## src/rtl/mem_access_ctrl_if.sv

```systemverilog
// Request/response and memory-port signal bundle for mem_access_ctrl.
// master: the controller's view; slave: the requester/memory side.
interface mem_access_ctrl_if #(
    parameter int unsigned ADDR_W = 16,
    parameter int unsigned DATA_W = 16
);
    logic              req;
    logic              req_we;
    logic [ADDR_W-1:0] req_addr;
    logic [DATA_W-1:0] req_wdata;
    logic              busy;
    logic              done;
    logic [DATA_W-1:0] rdata;
    logic              verify_err;
    logic [ADDR_W-1:0] mem_address;
    logic              mem_read_write;
    logic              mem_enable;
    logic              mem_output_en;
    logic [DATA_W-1:0] mem_wdata;
    logic [DATA_W-1:0] mem_rdata;

    modport master (
        input  req, req_we, req_addr, req_wdata, mem_rdata,
        output busy, done, rdata, verify_err,
        output mem_address, mem_read_write, mem_enable, mem_output_en, mem_wdata
    );

    modport slave (
        output req, req_we, req_addr, req_wdata, mem_rdata,
        input  busy, done, rdata, verify_err,
        input  mem_address, mem_read_write, mem_enable, mem_output_en, mem_wdata
    );
endinterface

```

## src/rtl/mem_access_ctrl.sv

```systemverilog
// Bus-master sequencer for the main memory port: turns a request pulse into a timed access.
// Optional write read-back check enabled by defining MEM_ACCESS_VERIFY_EN.
module mem_access_ctrl #(
    parameter int unsigned ADDR_W       = 16,
    parameter int unsigned DATA_W       = 16,
    parameter int unsigned READ_LATENCY = 1
) (
    input  logic              clk,
    input  logic              reset,
    mem_access_ctrl_if.master bus
);

    localparam int unsigned CNT_W = 3;

    typedef enum logic [2:0] {
        S_IDLE,
        S_ACCESS,
        S_WAIT,
        S_DONE
`ifdef MEM_ACCESS_VERIFY_EN
        , S_VERIFY
`endif
    } state_t;

    state_t            state_q, state_d;
    logic [ADDR_W-1:0] mar_q, mar_d;
    logic [DATA_W-1:0] mdr_q, mdr_d;
    logic              we_q, we_d;
    logic [CNT_W-1:0]  cnt_q, cnt_d;
    logic [DATA_W-1:0] rdata_q, rdata_d;
    logic              busy_q, busy_d;
    logic              done_q, done_d;
    logic              en_q, en_d;
    logic              rw_q, rw_d;
    logic              oe_q, oe_d;
    logic              verr_q, verr_d;

    // State and registered outputs; reset leaves the port idle in read direction
    always_ff @(posedge clk or negedge reset) begin
        if (!reset) begin
            state_q <= S_IDLE;
            mar_q   <= '0;
            mdr_q   <= '0;
            we_q    <= 1'b0;
            cnt_q   <= '0;
            rdata_q <= '0;
            busy_q  <= 1'b0;
            done_q  <= 1'b0;
            en_q    <= 1'b0;
            rw_q    <= 1'b1;
            oe_q    <= 1'b0;
            verr_q  <= 1'b0;
        end else begin
            state_q <= state_d;
            mar_q   <= mar_d;
            mdr_q   <= mdr_d;
            we_q    <= we_d;
            cnt_q   <= cnt_d;
            rdata_q <= rdata_d;
            busy_q  <= busy_d;
            done_q  <= done_d;
            en_q    <= en_d;
            rw_q    <= rw_d;
            oe_q    <= oe_d;
            verr_q  <= verr_d;
        end
    end

    // Next state plus the output values the next state presents
    always_comb begin
        state_d = state_q;
        mar_d   = mar_q;
        mdr_d   = mdr_q;
        we_d    = we_q;
        cnt_d   = cnt_q;
        rdata_d = rdata_q;
        busy_d  = 1'b0;
        done_d  = 1'b0;
        en_d    = 1'b0;
        rw_d    = 1'b1;
        oe_d    = 1'b0;
        verr_d  = 1'b0;

        unique case (state_q)
            S_IDLE, S_DONE: begin
                if (bus.req) begin
                    mar_d   = bus.req_addr;
                    mdr_d   = bus.req_wdata;
                    we_d    = bus.req_we;
                    state_d = S_ACCESS;
                    busy_d  = 1'b1;
                    en_d    = 1'b1;
                    rw_d    = ~bus.req_we;
                    oe_d    = ~bus.req_we;
                end else begin
                    state_d = S_IDLE;
                end
            end
            S_ACCESS: begin
                if (we_q) begin
`ifdef MEM_ACCESS_VERIFY_EN
                    state_d = S_VERIFY;
                    busy_d  = 1'b1;
                    en_d    = 1'b1;
                    oe_d    = 1'b1;
`else
                    state_d = S_DONE;
                    done_d  = 1'b1;
`endif
                end else begin
                    state_d = S_WAIT;
                    cnt_d   = CNT_W'(READ_LATENCY);
                    busy_d  = 1'b1;
                    oe_d    = 1'b1;
                end
            end
`ifdef MEM_ACCESS_VERIFY_EN
            S_VERIFY: begin
                state_d = S_WAIT;
                cnt_d   = CNT_W'(READ_LATENCY);
                busy_d  = 1'b1;
                oe_d    = 1'b1;
            end
`endif
            S_WAIT: begin
                if (cnt_q == CNT_W'(1)) begin
                    rdata_d = bus.mem_rdata;
                    cnt_d   = '0;
                    state_d = S_DONE;
                    done_d  = 1'b1;
`ifdef MEM_ACCESS_VERIFY_EN
                    verr_d  = we_q && (bus.mem_rdata != mdr_q);
`endif
                end else begin
                    cnt_d  = cnt_q - CNT_W'(1);
                    busy_d = 1'b1;
                    oe_d   = 1'b1;
                end
            end
            default: state_d = S_IDLE;
        endcase
    end

    assign bus.busy           = busy_q;
    assign bus.done           = done_q;
    assign bus.rdata          = rdata_q;
    assign bus.mem_address    = mar_q;
    assign bus.mem_wdata      = mdr_q;
    assign bus.mem_read_write = rw_q;
    assign bus.mem_enable     = en_q;
    assign bus.mem_output_en  = oe_q;
`ifdef MEM_ACCESS_VERIFY_EN
    assign bus.verify_err     = verr_q;
`else
    assign bus.verify_err     = 1'b0;
`endif

endmodule

```

## src/flat_wrapper.sv

```systemverilog
// flat-port wrapper written by rule: the top's interface ports become plain ports
module mem_access_ctrl_flat 
#(
    parameter int unsigned ADDR_W       = 16,
    parameter int unsigned DATA_W       = 16,
    parameter int unsigned READ_LATENCY = 1
)
  (clk, reset, bus_req, bus_req_we, bus_req_addr, bus_req_wdata, bus_mem_rdata, bus_busy, bus_done, bus_rdata, bus_verify_err, bus_mem_address, bus_mem_read_write, bus_mem_enable, bus_mem_output_en, bus_mem_wdata);
  mem_access_ctrl_if #(.ADDR_W(ADDR_W), .DATA_W(DATA_W)) bus_i ();
  input  logic clk;
  input  logic reset;
  input wire logic [$bits(bus_i.req)-1:0] bus_req;
  input wire logic [$bits(bus_i.req_we)-1:0] bus_req_we;
  input wire logic [$bits(bus_i.req_addr)-1:0] bus_req_addr;
  input wire logic [$bits(bus_i.req_wdata)-1:0] bus_req_wdata;
  input wire logic [$bits(bus_i.mem_rdata)-1:0] bus_mem_rdata;
  output wire logic [$bits(bus_i.busy)-1:0] bus_busy;
  output wire logic [$bits(bus_i.done)-1:0] bus_done;
  output wire logic [$bits(bus_i.rdata)-1:0] bus_rdata;
  output wire logic [$bits(bus_i.verify_err)-1:0] bus_verify_err;
  output wire logic [$bits(bus_i.mem_address)-1:0] bus_mem_address;
  output wire logic [$bits(bus_i.mem_read_write)-1:0] bus_mem_read_write;
  output wire logic [$bits(bus_i.mem_enable)-1:0] bus_mem_enable;
  output wire logic [$bits(bus_i.mem_output_en)-1:0] bus_mem_output_en;
  output wire logic [$bits(bus_i.mem_wdata)-1:0] bus_mem_wdata;
  assign bus_i.req = bus_req;
  assign bus_i.req_we = bus_req_we;
  assign bus_i.req_addr = bus_req_addr;
  assign bus_i.req_wdata = bus_req_wdata;
  assign bus_i.mem_rdata = bus_mem_rdata;
  assign bus_busy = bus_i.busy;
  assign bus_done = bus_i.done;
  assign bus_rdata = bus_i.rdata;
  assign bus_verify_err = bus_i.verify_err;
  assign bus_mem_address = bus_i.mem_address;
  assign bus_mem_read_write = bus_i.mem_read_write;
  assign bus_mem_enable = bus_i.mem_enable;
  assign bus_mem_output_en = bus_i.mem_output_en;
  assign bus_mem_wdata = bus_i.mem_wdata;
  mem_access_ctrl #(.ADDR_W(ADDR_W), .DATA_W(DATA_W), .READ_LATENCY(READ_LATENCY)) u_core (.clk(clk), .reset(reset), .bus(bus_i));
endmodule
```

## config.mk

```make
export PLATFORM = sky130hd
export DESIGN_NAME = mem_access_ctrl_flat
export DESIGN_NICKNAME = d
export VERILOG_FILES = /design/src/rtl/mem_access_ctrl_if.sv /design/src/rtl/mem_access_ctrl.sv /design/src/flat_wrapper.sv
export SDC_FILE = /design/constraint.sdc
export NUM_CORES = 1
export LEC_CHECK = 0
export BUFFER_PORTS_ARGS = -buffer_cell sky130_fd_sc_hd__buf_2
export CORE_MARGIN = 3
export CORE_UTILIZATION = 25
export DETAILED_ROUTE_END_ITERATION = 6
export SKIP_LAST_GASP = 1
export SLEW_MARGIN = 20
export SYNTH_ARGS = -nofsm -noshare
export SYNTH_HDL_FRONTEND = slang
export SYNTH_SLANG_ARGS = --single-unit
export TNS_END_PERCENT = 50
```

## constraint.sdc

```tcl
create_clock -name clk -period 4.5 [get_ports clk]
set_input_delay 0 -clock clk [delete_from_list [all_inputs] [get_ports clk]]
set_output_delay 0 -clock clk [all_outputs]
set_load 0.01 [all_outputs]
```

**After elaboration in Yosys (flattened, before gate mapping)**

Cells that the tools add are included.

- Multiplexer cells: 19
- Bitwise logic cells: 1
- Eq/ne operators: 6
- Add/sub/neg operators: 1
- Reductions and logical operators: 6

Operators by type and width:

| operator | count |
|---|---|
| 2-to-1 mux 1 bit | 11 |
| 2-to-1 mux 3 bit | 3 |
| case mux 3 bit (3 select lines) | 1 |
| == test 3 x 1 -> 1 bit (second input constant) | 2 |
| == test 3 x 2 -> 1 bit (second input constant) | 2 |
| case mux 1 bit (3 select lines) | 2 |
| case mux 3 bit (2 select lines) | 1 |
| AND reduction 2 bit | 3 |
| zero test 3 bit | 1 |
| subtractor 3 x 1 -> 3 bit (second input constant) | 1 |
| inequality test 2 x 1 -> 1 bit (second input constant) | 1 |
| inequality test 2 bit (second input constant) | 1 |
| case mux 1 bit (2 select lines) | 1 |
| nonzero test 2 bit | 1 |
| OR reduction 2 bit | 1 |
| inverter 1 bit | 1 |

- Input bits: 52
- Word-level logic and storage cells: 44
- Flip-flop bits (word level): 60

**Logic depth before layout (Yosys ltp)**

Gate-level depths: netlist of run 1.

- Depth after elaboration: 3
- Depth in mapped cells: 7
- Mapped depth without buffers: 6

**Worst setup path after synthesis of run 1**

Ideal clock, no wire load.

- Path type: register to register
- Start point: reg u_core.state_q[0]
- End point: reg u_core.mar_q[0] (netlist: u_core.bus.mem_address[0])
- Cell stages (with the launch flop): 7
- Setup slack: 2948 ps
- Path buffers: 1
- Arrival time: 1427 ps
- Data required time: 4375 ps
- Cells stage by stage: dfrtp_1 > inv_1 > ha_1 > nand2_1 > inv_2 > clkbuf_8 > mux2_2

- Word-level cells in the longest chain between the ends: 3
- Elaborated cells between the ends (all ways): 4
- Those cells by class: eq/ne: 1; reduce/logical: 3

Ends and longest elaborated chain:

| what | RTL line | text |
|---|---|---|
| from (decl) | mem_access_ctrl.sv:25 | `state_t state_q, state_d;` |
| from (signal assigned) | mem_access_ctrl.sv:54 | `state_q <= state_d;` |
| == test 3 x 2 -> 1 bit or zero test 3 bit (tied branches) | mem_access_ctrl.sv:84 | `unique case (state_q)` |
| OR reduction 2 bit (*) | mem_access_ctrl.sv:84 |  |
| AND reduction 2 bit (no line) (*) | n/a |  |
| to (signal assigned) | mem_access_ctrl.sv:55 | `mar_q <= mar_d;` |
| to (decl) | mem_access_ctrl.sv:26 | `logic [ADDR_W-1:0] mar_q, mar_d;` |

Every way passes the cells marked *; elsewhere a longest branch is shown, timed or not.
A chain may end at the register's enable or synchronous reset.

**Final worst setup path of run 1**

- Start point: reg u_core.state_q[0]
- End point: reg u_core.mdr_q[15] (netlist: u_core.bus.mem_wdata[15])

- Word-level cells in the longest chain between the ends: 3
- Elaborated cells between the ends (all ways): 4
- Those cells by class: eq/ne: 1; reduce/logical: 3

Ends and longest elaborated chain:

| what | RTL line | text |
|---|---|---|
| == test 3 x 2 -> 1 bit or zero test 3 bit (tied branches) | mem_access_ctrl.sv:84 |  |
| OR reduction 2 bit (*) | mem_access_ctrl.sv:84 |  |
| AND reduction 2 bit (no line) (*) | n/a |  |
| to (signal assigned) | mem_access_ctrl.sv:56 | `mdr_q <= mdr_d;` |
| to (decl) | mem_access_ctrl.sv:27 | `logic [DATA_W-1:0] mdr_q, mdr_d;` |

Marked as above.

==> flow_summary.html, run 1 <==
<table>
<tr><th>Metric</th><th>Value</th></tr>
<tr><th colspan="2">Timing</th></tr>
<tr><td>Clock skew</td><td>slightly above 6 ps</td></tr>
<tr><td>Share of the clock period used by the worst path after layout</td><td>a little over two fifths</td></tr>
<tr><td>Count of final max-slew check failures</td><td>0</td></tr>
<tr><td>Achievable frequency</td><td>521 MHz</td></tr>
<tr><td>Final TNS setup</td><td>0 ps</td></tr>
<tr><td>Worst slew pin tran</td><td>~730 ps</td></tr>
<tr><td>Setup violation total in the final timing report</td><td>0</td></tr>
<tr><td>Final critical path time including I/O delays and setup</td><td>1920 ps</td></tr>
<tr><td>Worst max-slew margin expressed relative to the limit</td><td>between 50% and 60%</td></tr>
<tr><td>Hold_ws</td><td>about 360 ps</td></tr>
<tr><td>RSZ-0062 raised after global routing</td><td>false</td></tr>
<tr><td>Fin worst setup slack</td><td>around 2600 ps</td></tr>
<tr><td>Final hold viol count</td><td>0</td></tr>
<tr><th colspan="2">Worst setup path</th></tr>
<tr><td>Buf+Inv Stages, Crit Path</td><td>2</td></tr>
<tr><td>Cell-by-cell listing of the critical path</td><td>inv_1 &gt; ha_1 &gt; nand2_1 &gt; inv_2 &gt; mux2_2</td></tr>
<tr><td>Largest delay share family, worst path</td><td>buffers and inverters</td></tr>
<tr><td>Max FO, Critical Path</td><td>35</td></tr>
<tr><td>Largest stage delay on the critical path</td><td>520 ps</td></tr>
<tr><td>Critical path launch point type</td><td>flip-flop</td></tr>
<tr><td>CP required</td><td>roughly 4700 ps</td></tr>
<tr><td>Arrival time at the worst endpoint</td><td>2130 ps</td></tr>
<tr><td>Standard cell with the maximum stage delay on the critical path</td><td>inv_2</td></tr>
<tr><td>CP Class</td><td>reg -&gt; reg</td></tr>
<tr><td>Reg-to-reg startpoint</td><td>u_core.state_q[0]</td></tr>
<tr><td>Launch point of the critical path</td><td>u_core.state_q[0]</td></tr>
<tr><td>Type of element capturing the critical path</td><td>flip-flop</td></tr>
<tr><th colspan="2">Global routing</th></tr>
<tr><td>Most congested layer reported by global routing</td><td>met2</td></tr>
<tr><td>Global-route total usage across every layer</td><td>around a tenth</td></tr>
<tr><td>Pin count of the biggest net entering global routing</td><td>60</td></tr>
<tr><td>Global-route wire length before repair</td><td>between 8 and 9 mm</td></tr>
<tr><td>Met1 layer usage reported by global route</td><td>between 10% and 20%</td></tr>
<tr><td>Aggregate global routing overflow</td><td>0</td></tr>
<tr><td>Antenna violations before repair</td><td>0</td></tr>
<tr><td>Global-route track usage on met3</td><td>under 10%</td></tr>
<tr><td>Met2 Use GR</td><td>~18%</td></tr>
<tr><td>Vias in the first global route</td><td>~1,800</td></tr>
<tr><th colspan="2">Run</th></tr>
<tr><td>Max Cap Violations</td><td>0</td></tr>
<tr><th colspan="2">Floorplan</th></tr>
<tr><td>Effective utilization at floorplan</td><td>a little over a quarter</td></tr>
<tr><td>Top Ports</td><td>between 100 and 150</td></tr>
<tr><td>Die outline width</td><td>103 µm</td></tr>
<tr><td>Standard-cell row count</td><td>34</td></tr>
<tr><td>Die ar.</td><td>10,600 µm²</td></tr>
<tr><td>Placeable core region</td><td>between 8000 and 9000 µm²</td></tr>
<tr><td>DIE HEIGHT</td><td>103 µm</td></tr>
<tr><th colspan="2">Clock tree</th></tr>
<tr><td>TritonCTS sink count</td><td>59</td></tr>
<tr><td>Post-CTS Setup Inserts</td><td>0</td></tr>
<tr><td>Clock latency of the later-clocked register in the worst-skew pair</td><td>330 ps</td></tr>
<tr><td>CTS Buf Count</td><td>9</td></tr>
<tr><td>Number of gates resized after cts</td><td>0</td></tr>
<tr><td>TritonCTS clock tree</td><td>done</td></tr>
<tr><td>H-tree depth reported by CTS</td><td>3</td></tr>
<tr><td>Clock Tree Buf Depth</td><td>2</td></tr>
<tr><td>Root cell of the clock tree</td><td>clkbuf_8</td></tr>
<tr><td>Number of buffers added to fix hold violations after cts</td><td>51</td></tr>
<tr><td>Post-CTS clock slew at the launch and capture registers of the worst setup and hold paths</td><td>~70 ps</td></tr>
<tr><th colspan="2">Placement</th></tr>
<tr><td>Pre-CTS worst setup slack</td><td>about 2500 ps</td></tr>
<tr><td>Post-DP HPWL</td><td>between 3 and 4 mm</td></tr>
<tr><td>Instance area at placement</td><td>slightly below 3000 µm²</td></tr>
<tr><td>Count of buffers inserted at the top-level ports</td><td>about 100</td></tr>
<tr><td>Final weighted congestion in routability-driven placement</td><td>between 0.6 and 0.7</td></tr>
<tr><th colspan="2">Route</th></tr>
<tr><td>Antenna viol nets, final</td><td>0</td></tr>
<tr><td>Via density</td><td>around 4</td></tr>
<tr><td>First drt pass iteration count</td><td>4</td></tr>
<tr><td>Final WL</td><td>~5.3 mm</td></tr>
<tr><td>1st-iter DRT viols</td><td>50</td></tr>
<tr><td>Via count</td><td>~1,700</td></tr>
<tr><td>Wire length per cell</td><td>approximately 12 µm</td></tr>
<tr><td>Remaining design rule violation count</td><td>0</td></tr>
<tr><th colspan="2">Min path</th></tr>
<tr><td>Class of the tightest hold or removal check</td><td>in -&gt; async</td></tr>
<tr><th colspan="2">Yosys</th></tr>
<tr><td>Synthesized area</td><td>between 2000 and 2500 µm²</td></tr>
<tr><td>Syn. warnings</td><td>0</td></tr>
<tr><td>Cell type with the highest aggregate area in the netlist</td><td>dfrtp_1</td></tr>
<tr><td>Post-synthesis sequential element count</td><td>59</td></tr>
<tr><td>Part of the Yosys area used for sequential elements</td><td>a little over three fifths</td></tr>
<tr><td>Cell types with the largest area share after synthesis</td><td>dfrtp_1 62%, mux2_2 19%, mux2_4 5.7%</td></tr>
<tr><td>Post-synth cell types</td><td>23</td></tr>
<tr><td>Mapped Nets</td><td>just over 200</td></tr>
<tr><td>Post-Synthesis Cells</td><td>~150</td></tr>
<tr><td>Avg Synthesized Cell Area</td><td>about 16 µm²</td></tr>
<tr><td>Area share of the largest cell type after synthesis</td><td>a little over 60%</td></tr>
<tr><th colspan="2">Layout</th></tr>
<tr><td>Post-route cell area</td><td>between 3000 and 4000 µm²</td></tr>
<tr><td>Fill cells</td><td>roughly 850</td></tr>
<tr><td>Commonest cells after routing, fill and taps aside</td><td>104 x buf_2, 58 x dfrtp_1, 51 x dlygate4sd3_1</td></tr>
<tr><td>Fin util</td><td>between 40% and 50%</td></tr>
<tr><td>Synth-to-Final Area Change</td><td>54.0%</td></tr>
<tr><td>Combined flip-flop and latch cell area</td><td>~1500 µm²</td></tr>
<tr><td>Most common library cell in the layout ignoring fill and taps</td><td>buf_2</td></tr>
<tr><td>Proportion of layout cells with a drive suffix above 1</td><td>a little over half</td></tr>
<tr><td>Footprint of the multi-input gates</td><td>about 790 µm²</td></tr>
<tr><td>Layout Nets</td><td>366</td></tr>
<tr><td>Antenna Diode Count</td><td>0</td></tr>
<tr><th colspan="2">Power</th></tr>
<tr><td>LEAKAGE</td><td>between 0.0015 and 0.002 µW</td></tr>
<tr><td>Highest ir drop seen on vdd</td><td>0.204 mV</td></tr>
<tr><td>Total power density per cell area</td><td>between 600 and 700 nW/µm²</td></tr>
<tr><th colspan="2">Status</th></tr>
<tr><td>Result of the run</td><td>finished clean</td></tr>
</table>
[report_power, final]
part / switching (µW) / internal (µW) / total [µW]
logic: 506 / 594 / 1100
clock network: 204 / 208 / 412
registers: 124 / 804 / 928
total: 834 / 1610 / 2440
[sequential cells by signal (all words and copies together) (netlist names)]
register	cells
u_core.bus.busy	1
u_core.we_q	1
u_core.cnt_q	3
u_core.bus.rdata	16
u_core.bus.mem_enable	1
u_core.state_q	2
u_core.bus.mem_output_en	1
u_core.bus.done	1
u_core.bus.mem_read_write	1
u_core.bus.mem_address	16
u_core.bus.mem_wdata	16
[path summary, 6_finish.rpt]
| path | slack [ps] | endpoint | depth (start not counted) |
|---|---|---|---|
| setup / recovery | 2580 | u_core.bus.mem_wdata[15] | 5 |
| hold / removal | 360 | u_core.bus.mem_address[5] | 3 |
| setup reg to reg | 2580 | u_core.bus.mem_wdata[15] | 5 |
| hold reg to reg | 500 | u_core.bus.mem_wdata[3] | 1 |
| max in group asynchronous | 3650 | u_core.bus.rdata[7] | 3 |
| min in group clk | 380 | u_core.bus.mem_read_write | 3 |
[layer usage]
layer / share of wire [%] / vias to the layer above
met1: 42 / 831
met3: 6.8 / 7
li1: - / 832
met2: 50 / 60
met4: 1.5 / 0
met5: 0 / -
[worst reg2reg max path: cells and delay by family, from the launching register on]
kind | cells | cell delay (ps)
flops | 1 | 350
simple gates | 1 | 110
fa+ha+maj | 1 | 320
buf+inv | 2 | 580
mux | 1 | 440
[logic make-up (layout without fill, tap and decap cells)]
| kind of cell | Yosys count | in the layout | synth area share [%] |
|---|---|---|---|
| AND/OR/NAND/NOR | 16 | 16 | 4.04 |
| multiplexers | 50 | 50 | 25.3 |
| flip-flops | 59 | 59 | 62.8 |
| other | 1 | 1 | 0.159 |
| AO/OA/AOI/OAI | 8 | 8 | 1.81 |
| adder cells (fa/ha/maj) | 4 | 4 | 2.13 |
| buffers and inverters | 11 | 176 | 3.83 |
[Yosys cell counts (all sizes together)]
cell    count
clkbuf      3
nor4bb      1
dfstp       1
nand2       9
buf         3
nor2b       1
ha          4
o21ai       3
nand2b      1
a31oi       2
inv         5
nand3b      2
conb        1
mux2i       2
mux2       48
nor2        1
nor3b       1
dfrtp      58
a21oi       3
[final cells by class]
cell class                 count  area share (%)
sequential                    59            40.8
tap                          108            3.73
clock inverter                 5           0.829
multi-input combinational     79            21.7
timing repair buffer         156            28.7
clock buffer                  10            3.80
inverter                       5           0.518
[through the flow]
step                      power (µW)  cells
after global routing            2640    422
after global placement          2000    356
final                           2440    422
after floorplan                 1690    149
after CTS                       2500    422
after detailed placement        2020    356
Note: power is estimated with default switching activity, not from simulation.
==> run 2: changes to the inputs <==
Clock period 4.5 ns to 1.65 ns, I/O delays scaled along.
==> run 2 against run 1 <==
- fmax rose by 20%
- clock skew rose by 4.3 ps
- clock power rose to 3.2 times the previous value
- sequential share of layout area fell by 1.6 points
- die area did not move
- critical endpoint is now u_core.bus.mem_wdata[12]
==> flow_summary.html, run 2 (synthesis results as in run 1) <==
<table>
<tr><th>Metric</th><th>Value</th></tr>
<tr><th colspan="2">Global routing</th></tr>
<tr><td>Vias in the first global route</td><td>1,843 (was 1,828)</td></tr>
<tr><td>Aggregate global routing overflow</td><td>0 (unchanged)</td></tr>
<tr><td>Global-route wire length before repair</td><td>8.42 mm (was 8.38 mm)</td></tr>
<tr><td>Pin count of the biggest net entering global routing</td><td>60 (unchanged)</td></tr>
<tr><td>Global-route total usage across every layer</td><td>10.3% (was 10.4%)</td></tr>
<tr><td>Antenna violations before repair</td><td>0 (unchanged)</td></tr>
<tr><th colspan="2">Layout</th></tr>
<tr><td>Proportion of layout cells with a drive suffix above 1</td><td>55.8% (was 54.5%)</td></tr>
<tr><td>Most common library cell in the layout ignoring fill and taps</td><td>buf_2 (unchanged)</td></tr>
<tr><td>Synth-to-Final Area Change</td><td>60.3% (was 54.0%)</td></tr>
<tr><td>Commonest cells after routing, fill and taps aside</td><td>104 x buf_2, 58 x dfrtp_1, 51 x dlygate4sd3_1 (unchanged)</td></tr>
<tr><td>Antenna Diode Count</td><td>0 (unchanged)</td></tr>
<tr><td>Fin util</td><td>42.2% (was 40.6%)</td></tr>
<tr><td>Fill cells</td><td>815 (was 852)</td></tr>
<tr><td>Layout Nets</td><td>372 (was 366)</td></tr>
<tr><th colspan="2">Route</th></tr>
<tr><td>Antenna viol nets, final</td><td>0 (unchanged)</td></tr>
<tr><td>Uppermost routed layer</td><td>met4 (unchanged)</td></tr>
<tr><td>First drt pass iteration count</td><td>4 (unchanged)</td></tr>
<tr><td>Met2 Wirelength</td><td>2.82 mm (was 2.64 mm)</td></tr>
<tr><td>Amount of wire on met3 after detailed routing</td><td>337 µm (was 359 µm)</td></tr>
<tr><td>Via count</td><td>1,791 (was 1,730)</td></tr>
<tr><td>Wire length per cell</td><td>13.2 µm (was 12.5 µm)</td></tr>
<tr><td>Detailed-routing wirelength on met1</td><td>2.45 mm (was 2.19 mm)</td></tr>
<tr><td>Remaining design rule violation count</td><td>0 (unchanged)</td></tr>
<tr><td>Via density</td><td>4.17 (was 4.10)</td></tr>
<tr><td>Final WL</td><td>5.67 mm (was 5.27 mm)</td></tr>
<tr><td>1st-iter DRT viols</td><td>29 (was 50)</td></tr>
<tr><th colspan="2">Timing</th></tr>
<tr><td>Final hold viol count</td><td>0 (unchanged)</td></tr>
<tr><td>Fin worst setup slack</td><td>48.4 ps (was 2580 ps)</td></tr>
<tr><td>RSZ-0062 raised after global routing</td><td>true (was false)</td></tr>
<tr><td>Share of the clock period used by the worst path after layout</td><td>97.1% (was 42.7%)</td></tr>
<tr><td>Final critical path time including I/O delays and setup</td><td>1600 ps (was 1920 ps)</td></tr>
<tr><td>Setup violation total in the final timing report</td><td>0 (unchanged)</td></tr>
<tr><td>Achievable frequency</td><td>624 MHz (was 521 MHz)</td></tr>
<tr><td>Hold_ws</td><td>211 ps (was 357 ps)</td></tr>
<tr><td>Final TNS setup</td><td>0 ps (unchanged)</td></tr>
<tr><td>Clock skew</td><td>10.4 ps (was 6.13 ps)</td></tr>
<tr><td>Count of final max-slew check failures</td><td>0 (unchanged)</td></tr>
<tr><th colspan="2">Placement</th></tr>
<tr><td>Count of buffers inserted at the top-level ports</td><td>104 (unchanged)</td></tr>
<tr><td>Post-DP HPWL</td><td>3.49 mm (was 3.33 mm)</td></tr>
<tr><td>Final weighted congestion in routability-driven placement</td><td>0.685 (was 0.692)</td></tr>
<tr><td>Pre-CTS worst setup slack</td><td>37.2 ps (was 2550 ps)</td></tr>
<tr><th colspan="2">Power</th></tr>
<tr><td>Total power</td><td>7240 µW (was 2440 µW)</td></tr>
<tr><td>Highest ir drop seen on vdd</td><td>0.905 mV (was 0.204 mV)</td></tr>
<tr><td>LEAKAGE</td><td>0.00184 µW (was 0.00177 µW)</td></tr>
<tr><td>Total power density per cell area</td><td>1920 nW/µm² (was 673 nW/µm²)</td></tr>
<tr><th colspan="2">Floorplan</th></tr>
<tr><td>Die outline width</td><td>103 µm (unchanged)</td></tr>
<tr><td>Placeable core region</td><td>8930 µm² (unchanged)</td></tr>
<tr><td>DIE HEIGHT</td><td>103 µm (unchanged)</td></tr>
<tr><td>Standard-cell row count</td><td>34 (unchanged)</td></tr>
<tr><td>Effective utilization at floorplan</td><td>26.3% (unchanged)</td></tr>
<tr><td>Die ar.</td><td>10,600 µm² (unchanged)</td></tr>
<tr><td>Top Ports</td><td>106 (unchanged)</td></tr>
<tr><th colspan="2">Worst setup path</th></tr>
<tr><td>Standard cell with the maximum stage delay on the critical path</td><td>dfrtp_1 (was inv_2)</td></tr>
<tr><td>Largest stage delay on the critical path</td><td>360 ps (was 520 ps)</td></tr>
<tr><td>CP Class</td><td>reg -&gt; reg (unchanged)</td></tr>
<tr><td>CP required</td><td>1860 ps (was 4710 ps)</td></tr>
<tr><td>Critical path launch point type</td><td>flip-flop (unchanged)</td></tr>
<tr><td>Type of element capturing the critical path</td><td>flip-flop (unchanged)</td></tr>
<tr><td>Arrival time at the worst endpoint</td><td>1810 ps (was 2130 ps)</td></tr>
<tr><td>Max FO, Critical Path</td><td>17 (was 35)</td></tr>
<tr><td>Cell-by-cell listing of the critical path</td><td>inv_1 &gt; ha_1 &gt; nand2_2 &gt; inv_4 &gt; clkbuf_16 &gt; mux2_2 (was inv_1 &gt; ha_1 &gt; nand2_1 &gt; inv_2 &gt; mux2_2)</td></tr>
<tr><th colspan="2">Clock tree</th></tr>
<tr><td>Clock Tree Buf Depth</td><td>2 (unchanged)</td></tr>
<tr><td>H-tree depth reported by CTS</td><td>3 (unchanged)</td></tr>
<tr><td>TritonCTS sink count</td><td>59 (unchanged)</td></tr>
<tr><td>CTS Buf Count</td><td>9 (unchanged)</td></tr>
<tr><td>Post-CTS clock slew at the launch and capture registers of the worst setup and hold paths</td><td>70 ps (about the same)</td></tr>
<tr><td>TritonCTS clock tree</td><td>done (unchanged)</td></tr>
<tr><td>Clock latency of the later-clocked register in the worst-skew pair</td><td>330 ps (about the same)</td></tr>
<tr><td>Root cell of the clock tree</td><td>clkbuf_8 (unchanged)</td></tr>
<tr><th colspan="2">Status</th></tr>
<tr><td>Result of the run</td><td>finished clean (unchanged)</td></tr>
<tr><th colspan="2">Run</th></tr>
<tr><td>Max Cap Violations</td><td>0 (unchanged)</td></tr>
<tr><th colspan="2">Min path</th></tr>
<tr><td>Class of the tightest hold or removal check</td><td>in -&gt; async (unchanged)</td></tr>
</table>
==> run 2: cell type report <==
class                      instances  area (µm²)  share of cell area [%]
multi-input combinational         79         792                    21.0
inverter                           5        21.3                   0.564
timing repair buffer             162        1140                    30.3
sequential                        59        1480                    39.2
clock inverter                     5        62.6                    1.66
tap                              108         135                    3.58
clock buffer                      11         141                    3.75
==> run 2: worst max-delay path: cells and delay by family, from the launching register on <==
| kind | cells | cell delay (ps) |
|---|---|---|
| flip-flops | 1 | 360 |
| multiplexers | 1 | 340 |
| buffers and inverters | 3 | 370 |
| adder cells (fa/ha/maj) | 1 | 310 |
| AND/OR/NAND/NOR | 1 | 90 |
==> run 2: layer usage <==
| metal | vias up | GRT usage [%] |
|---|---|---|
| met1 | 872 | 11.7 |
| met5 | - | 0 |
| met3 | 8 | 2.77 |
| li1 | 844 | - |
| met4 | 0 | 5.38 |
| met2 | 67 | 17.8 |
==> run 2: per-stage QoR <==
stage,std cells,area [µm²]
after floorplan,149,2350
after global placement,360,3000
after detailed placement,360,3000
after CTS,427,3710
after global routing,429,3770
final,429,3770
==> run 2: path summary, 6_finish.rpt <==
path / endpoint / start / cells after the start / slack, ps
worst max-delay path: u_core.bus.mem_wdata[12] / u_core.state_q[0] / 6 / 50
worst max register to register: u_core.bus.mem_wdata[12] / u_core.state_q[0] / 6 / 50
worst min register to register: u_core.bus.mem_wdata[15] / u_core.bus.mem_wdata[15] / 1 / 500
min in group clk: u_core.bus.mem_read_write / bus_req_we / 3 / 370
max in group asynchronous: u_core.bus.mem_read_write / reset / 3 / 1140
worst min-delay path: u_core.bus.mem_address[0] / reset / 3 / 210
==> run 2: power by group <==
part | switching [µW] | internal [µW] | total, µW
logic | 1500 | 1870 | 3370
registers | 348 | 2190 | 2540
clock network | 586 | 744 | 1330
==> run 2: timing repair <==
item	4_1_cts	5_1_grt
resized for setup	0	3
hold buffers	51	0
hold endpoints to repair	111	0
setup buffers	0	0
setup endpoints to repair	0	35
==> run 3: changes to the inputs <==
Settings changed: RECOVER_POWER set to 25.
==> run 3 against run 2 <==
- design area is 0.33% lower
- cell count stayed put
- setup slack worse by 0.53 ps
- global-route usage stayed put
- critical path depth stayed put
- sequential power hardly changed
- power hardly changed
- first-iteration DRC count stayed put
- flip-flop and latch count stayed put
- critical path type unchanged
- highest routed layer unchanged
==> flow_summary.html, run 3 (synthesis results as in run 1) <==
<table>
<tr><th>Metric</th><th>Value</th></tr>
<tr><th colspan="2">Status</th></tr>
<tr><td>Result of the run</td><td>finished clean (unchanged)</td></tr>
<tr><th colspan="2">Power</th></tr>
<tr><td>Total power density per cell area</td><td>1920 nW/µm² (about the same)</td></tr>
<tr><td>LEAKAGE</td><td>0.00183 µW (was 0.00184 µW)</td></tr>
<tr><td>Highest ir drop seen on vdd</td><td>0.905 mV (about the same)</td></tr>
<tr><th colspan="2">Layout</th></tr>
<tr><td>Fill cells</td><td>817 (was 815)</td></tr>
<tr><td>Combined flip-flop and latch cell area</td><td>1480 µm² (unchanged)</td></tr>
<tr><td>Post-route cell area</td><td>3760 µm² (was 3770 µm²)</td></tr>
<tr><td>Commonest cells after routing, fill and taps aside</td><td>104 x buf_2, 58 x dfrtp_1, 51 x dlygate4sd3_1 (unchanged)</td></tr>
<tr><td>Proportion of layout cells with a drive suffix above 1</td><td>55.8% (unchanged)</td></tr>
<tr><td>Footprint of the multi-input gates</td><td>792 µm² (unchanged)</td></tr>
<tr><td>Most common library cell in the layout ignoring fill and taps</td><td>buf_2 (unchanged)</td></tr>
<tr><td>Synth-to-Final Area Change</td><td>59.8% (was 60.3%)</td></tr>
<tr><td>Antenna Diode Count</td><td>0 (unchanged)</td></tr>
<tr><td>Layout Nets</td><td>372 (unchanged)</td></tr>
<tr><th colspan="2">Global routing</th></tr>
<tr><td>Global-route total usage across every layer</td><td>10.3% (unchanged)</td></tr>
<tr><td>Vias in the first global route</td><td>1,843 (unchanged)</td></tr>
<tr><td>Pin count of the biggest net entering global routing</td><td>60 (unchanged)</td></tr>
<tr><td>Global-route wire length before repair</td><td>8.42 mm (unchanged)</td></tr>
<tr><td>Aggregate global routing overflow</td><td>0 (unchanged)</td></tr>
<tr><td>Antenna violations before repair</td><td>0 (unchanged)</td></tr>
<tr><th colspan="2">Clock tree</th></tr>
<tr><td>Post-CTS clock slew at the launch and capture registers of the worst setup and hold paths</td><td>70 ps (about the same)</td></tr>
<tr><td>H-tree depth reported by CTS</td><td>3 (unchanged)</td></tr>
<tr><td>Clock Tree Buf Depth</td><td>2 (unchanged)</td></tr>
<tr><td>TritonCTS clock tree</td><td>done (unchanged)</td></tr>
<tr><td>TritonCTS sink count</td><td>59 (unchanged)</td></tr>
<tr><td>Clock latency of the later-clocked register in the worst-skew pair</td><td>330 ps (about the same)</td></tr>
<tr><td>Post-CTS Setup Inserts</td><td>0 (unchanged)</td></tr>
<tr><td>Root cell of the clock tree</td><td>clkbuf_8 (unchanged)</td></tr>
<tr><td>CTS Buf Count</td><td>9 (unchanged)</td></tr>
<tr><th colspan="2">Timing</th></tr>
<tr><td>Count of final max-slew check failures</td><td>0 (unchanged)</td></tr>
<tr><td>Final critical path time including I/O delays and setup</td><td>1600 ps (about the same)</td></tr>
<tr><td>Final TNS setup</td><td>0 ps (unchanged)</td></tr>
<tr><td>Final hold viol count</td><td>0 (unchanged)</td></tr>
<tr><td>Clock skew</td><td>10.1 ps (was 10.4 ps)</td></tr>
<tr><td>Worst slew pin tran</td><td>between 700 and 800 ps</td></tr>
<tr><td>Share of the clock period used by the worst path after layout</td><td>97.1% (about the same)</td></tr>
<tr><td>RSZ-0062 raised after global routing</td><td>true (unchanged)</td></tr>
<tr><td>Setup violation total in the final timing report</td><td>0 (unchanged)</td></tr>
<tr><td>Hold_ws</td><td>370 ps (was 211 ps)</td></tr>
<tr><td>Achievable frequency</td><td>624 MHz (about the same)</td></tr>
<tr><td>Worst max-slew margin expressed relative to the limit</td><td>between 40 and 50%</td></tr>
<tr><th colspan="2">Floorplan</th></tr>
<tr><td>Placeable core region</td><td>8930 µm² (unchanged)</td></tr>
<tr><td>Die ar.</td><td>10,600 µm² (unchanged)</td></tr>
<tr><td>Standard-cell row count</td><td>34 (unchanged)</td></tr>
<tr><td>Die outline width</td><td>103 µm (unchanged)</td></tr>
<tr><td>Top Ports</td><td>106 (unchanged)</td></tr>
<tr><td>DIE HEIGHT</td><td>103 µm (unchanged)</td></tr>
<tr><td>Effective utilization at floorplan</td><td>26.3% (unchanged)</td></tr>
<tr><th colspan="2">Route</th></tr>
<tr><td>Via count</td><td>1,791 (unchanged)</td></tr>
<tr><td>Antenna viol nets, final</td><td>0 (unchanged)</td></tr>
<tr><td>Wire length per cell</td><td>13.2 µm (about the same)</td></tr>
<tr><td>Final WL</td><td>5.67 mm (about the same)</td></tr>
<tr><td>First drt pass iteration count</td><td>4 (unchanged)</td></tr>
<tr><td>1st-iter DRT viols</td><td>29 (unchanged)</td></tr>
<tr><td>Via density</td><td>4.17 (unchanged)</td></tr>
<tr><td>Remaining design rule violation count</td><td>0 (unchanged)</td></tr>
<tr><th colspan="2">Placement</th></tr>
<tr><td>Final weighted congestion in routability-driven placement</td><td>0.685 (unchanged)</td></tr>
<tr><td>Count of buffers inserted at the top-level ports</td><td>104 (unchanged)</td></tr>
<tr><td>Instance area at placement</td><td>3000 µm² (unchanged)</td></tr>
<tr><td>Post-DP HPWL</td><td>3.49 mm (unchanged)</td></tr>
<tr><th colspan="2">Worst setup path</th></tr>
<tr><td>Type of element capturing the critical path</td><td>flip-flop (unchanged)</td></tr>
<tr><td>Reg-to-reg startpoint</td><td>u_core.state_q[0] (unchanged)</td></tr>
<tr><td>Standard cell with the maximum stage delay on the critical path</td><td>dfrtp_1 (unchanged)</td></tr>
<tr><td>Max FO, Critical Path</td><td>17 (unchanged)</td></tr>
<tr><td>Arrival time at the worst endpoint</td><td>1820 ps (was 1810 ps)</td></tr>
<tr><td>CP required</td><td>1870 ps (was 1860 ps)</td></tr>
<tr><td>Cell-by-cell listing of the critical path</td><td>inv_1 &gt; ha_1 &gt; nand2_2 &gt; inv_4 &gt; clkbuf_16 &gt; mux2_2 (unchanged)</td></tr>
<tr><td>CP Class</td><td>reg -&gt; reg (unchanged)</td></tr>
<tr><td>Critical path launch point type</td><td>flip-flop (unchanged)</td></tr>
<tr><td>Launch point of the critical path</td><td>u_core.state_q[0] (unchanged)</td></tr>
<tr><td>Largest stage delay on the critical path</td><td>360 ps (about the same)</td></tr>
<tr><th colspan="2">Min path</th></tr>
<tr><td>Class of the tightest hold or removal check</td><td>in -&gt; reg (was in -&gt; async)</td></tr>
<tr><td>Min-delay src</td><td>bus_req_we</td></tr>
<tr><th colspan="2">Run</th></tr>
<tr><td>Max Cap Violations</td><td>0 (unchanged)</td></tr>
</table>
[run 3: changes by cell type in the layout (fill, tap and decap cells not counted)]
cell / delta
buf_12: -1
clkbuf_4: +1
[run 3: area by class of cell]
cell class	instances	area share, %
Clock buffer	11	3.76
Clock inverter	5	1.66
Inverter	5	0.566
Multi-Input combinational cell	79	21.1
Sequential cell	59	39.3
Tap cell	108	3.59
Timing Repair Buffer	162	30.1
[run 3: critical path, delay by kind of cell (launching register included)]
| family | cells | cell delay, ps |
|---|---|---|
| muxes | 1 | 340 |
| DFF | 1 | 360 |
| adders and majority gates | 1 | 310 |
| and+or+nand+nor | 1 | 90 |
| buffers and inverters | 3 | 370 |
[run 3: stage by stage]
step	cells	worst slack [ps]	util (%)	total power, µW
3_3_place_gp	360	109	33.6	5610
4_1_cts	427	30.7	41.6	7160
3_5_place_dp	360	37.2	33.6	5690
6_report	429	47.9	42.1	7230
2_1_floorplan	149	98.2	-	4610
5_1_grt	429	-25.8	42.1	7760
[run 3: what timing repair did]
action,4_1_cts,5_1_grt
endpoints found under the setup margin,0,35
hold buffers,51,0
gates resized for setup,0,3
endpoints found under the hold margin,111,0
[run 3: report_power, final]
| group | switching [µW] | internal (µW) |
|---|---|---|
| Combinational | 1500 | 1870 |
| Sequential | 348 | 2190 |
| Clock | 585 | 744 |
| Total | 2430 | 4800 |
[run 3: path summary, 6_finish.rpt]
path,endpoint,slack [ps],cells past startpoint
max,u_core.bus.mem_address[0],50,6
min,u_core.bus.mem_read_write,370,3
max reg2reg,u_core.bus.mem_address[0],50,6
min reg2reg,u_core.bus.mem_wdata[15],500,1
max in group asynchronous,u_core.cnt_q[0],730,3
min in group asynchronous,u_core.bus.mem_address[2],410,3
[run 3: layer usage]
layer	global-route usage (%)	vias up	wire length [µm]
li1	-	844	-
met1	11.7	872	2440
met2	17.8	67	2820
met3	2.77	8	337
met4	5.38	0	66
met5	0	-	0
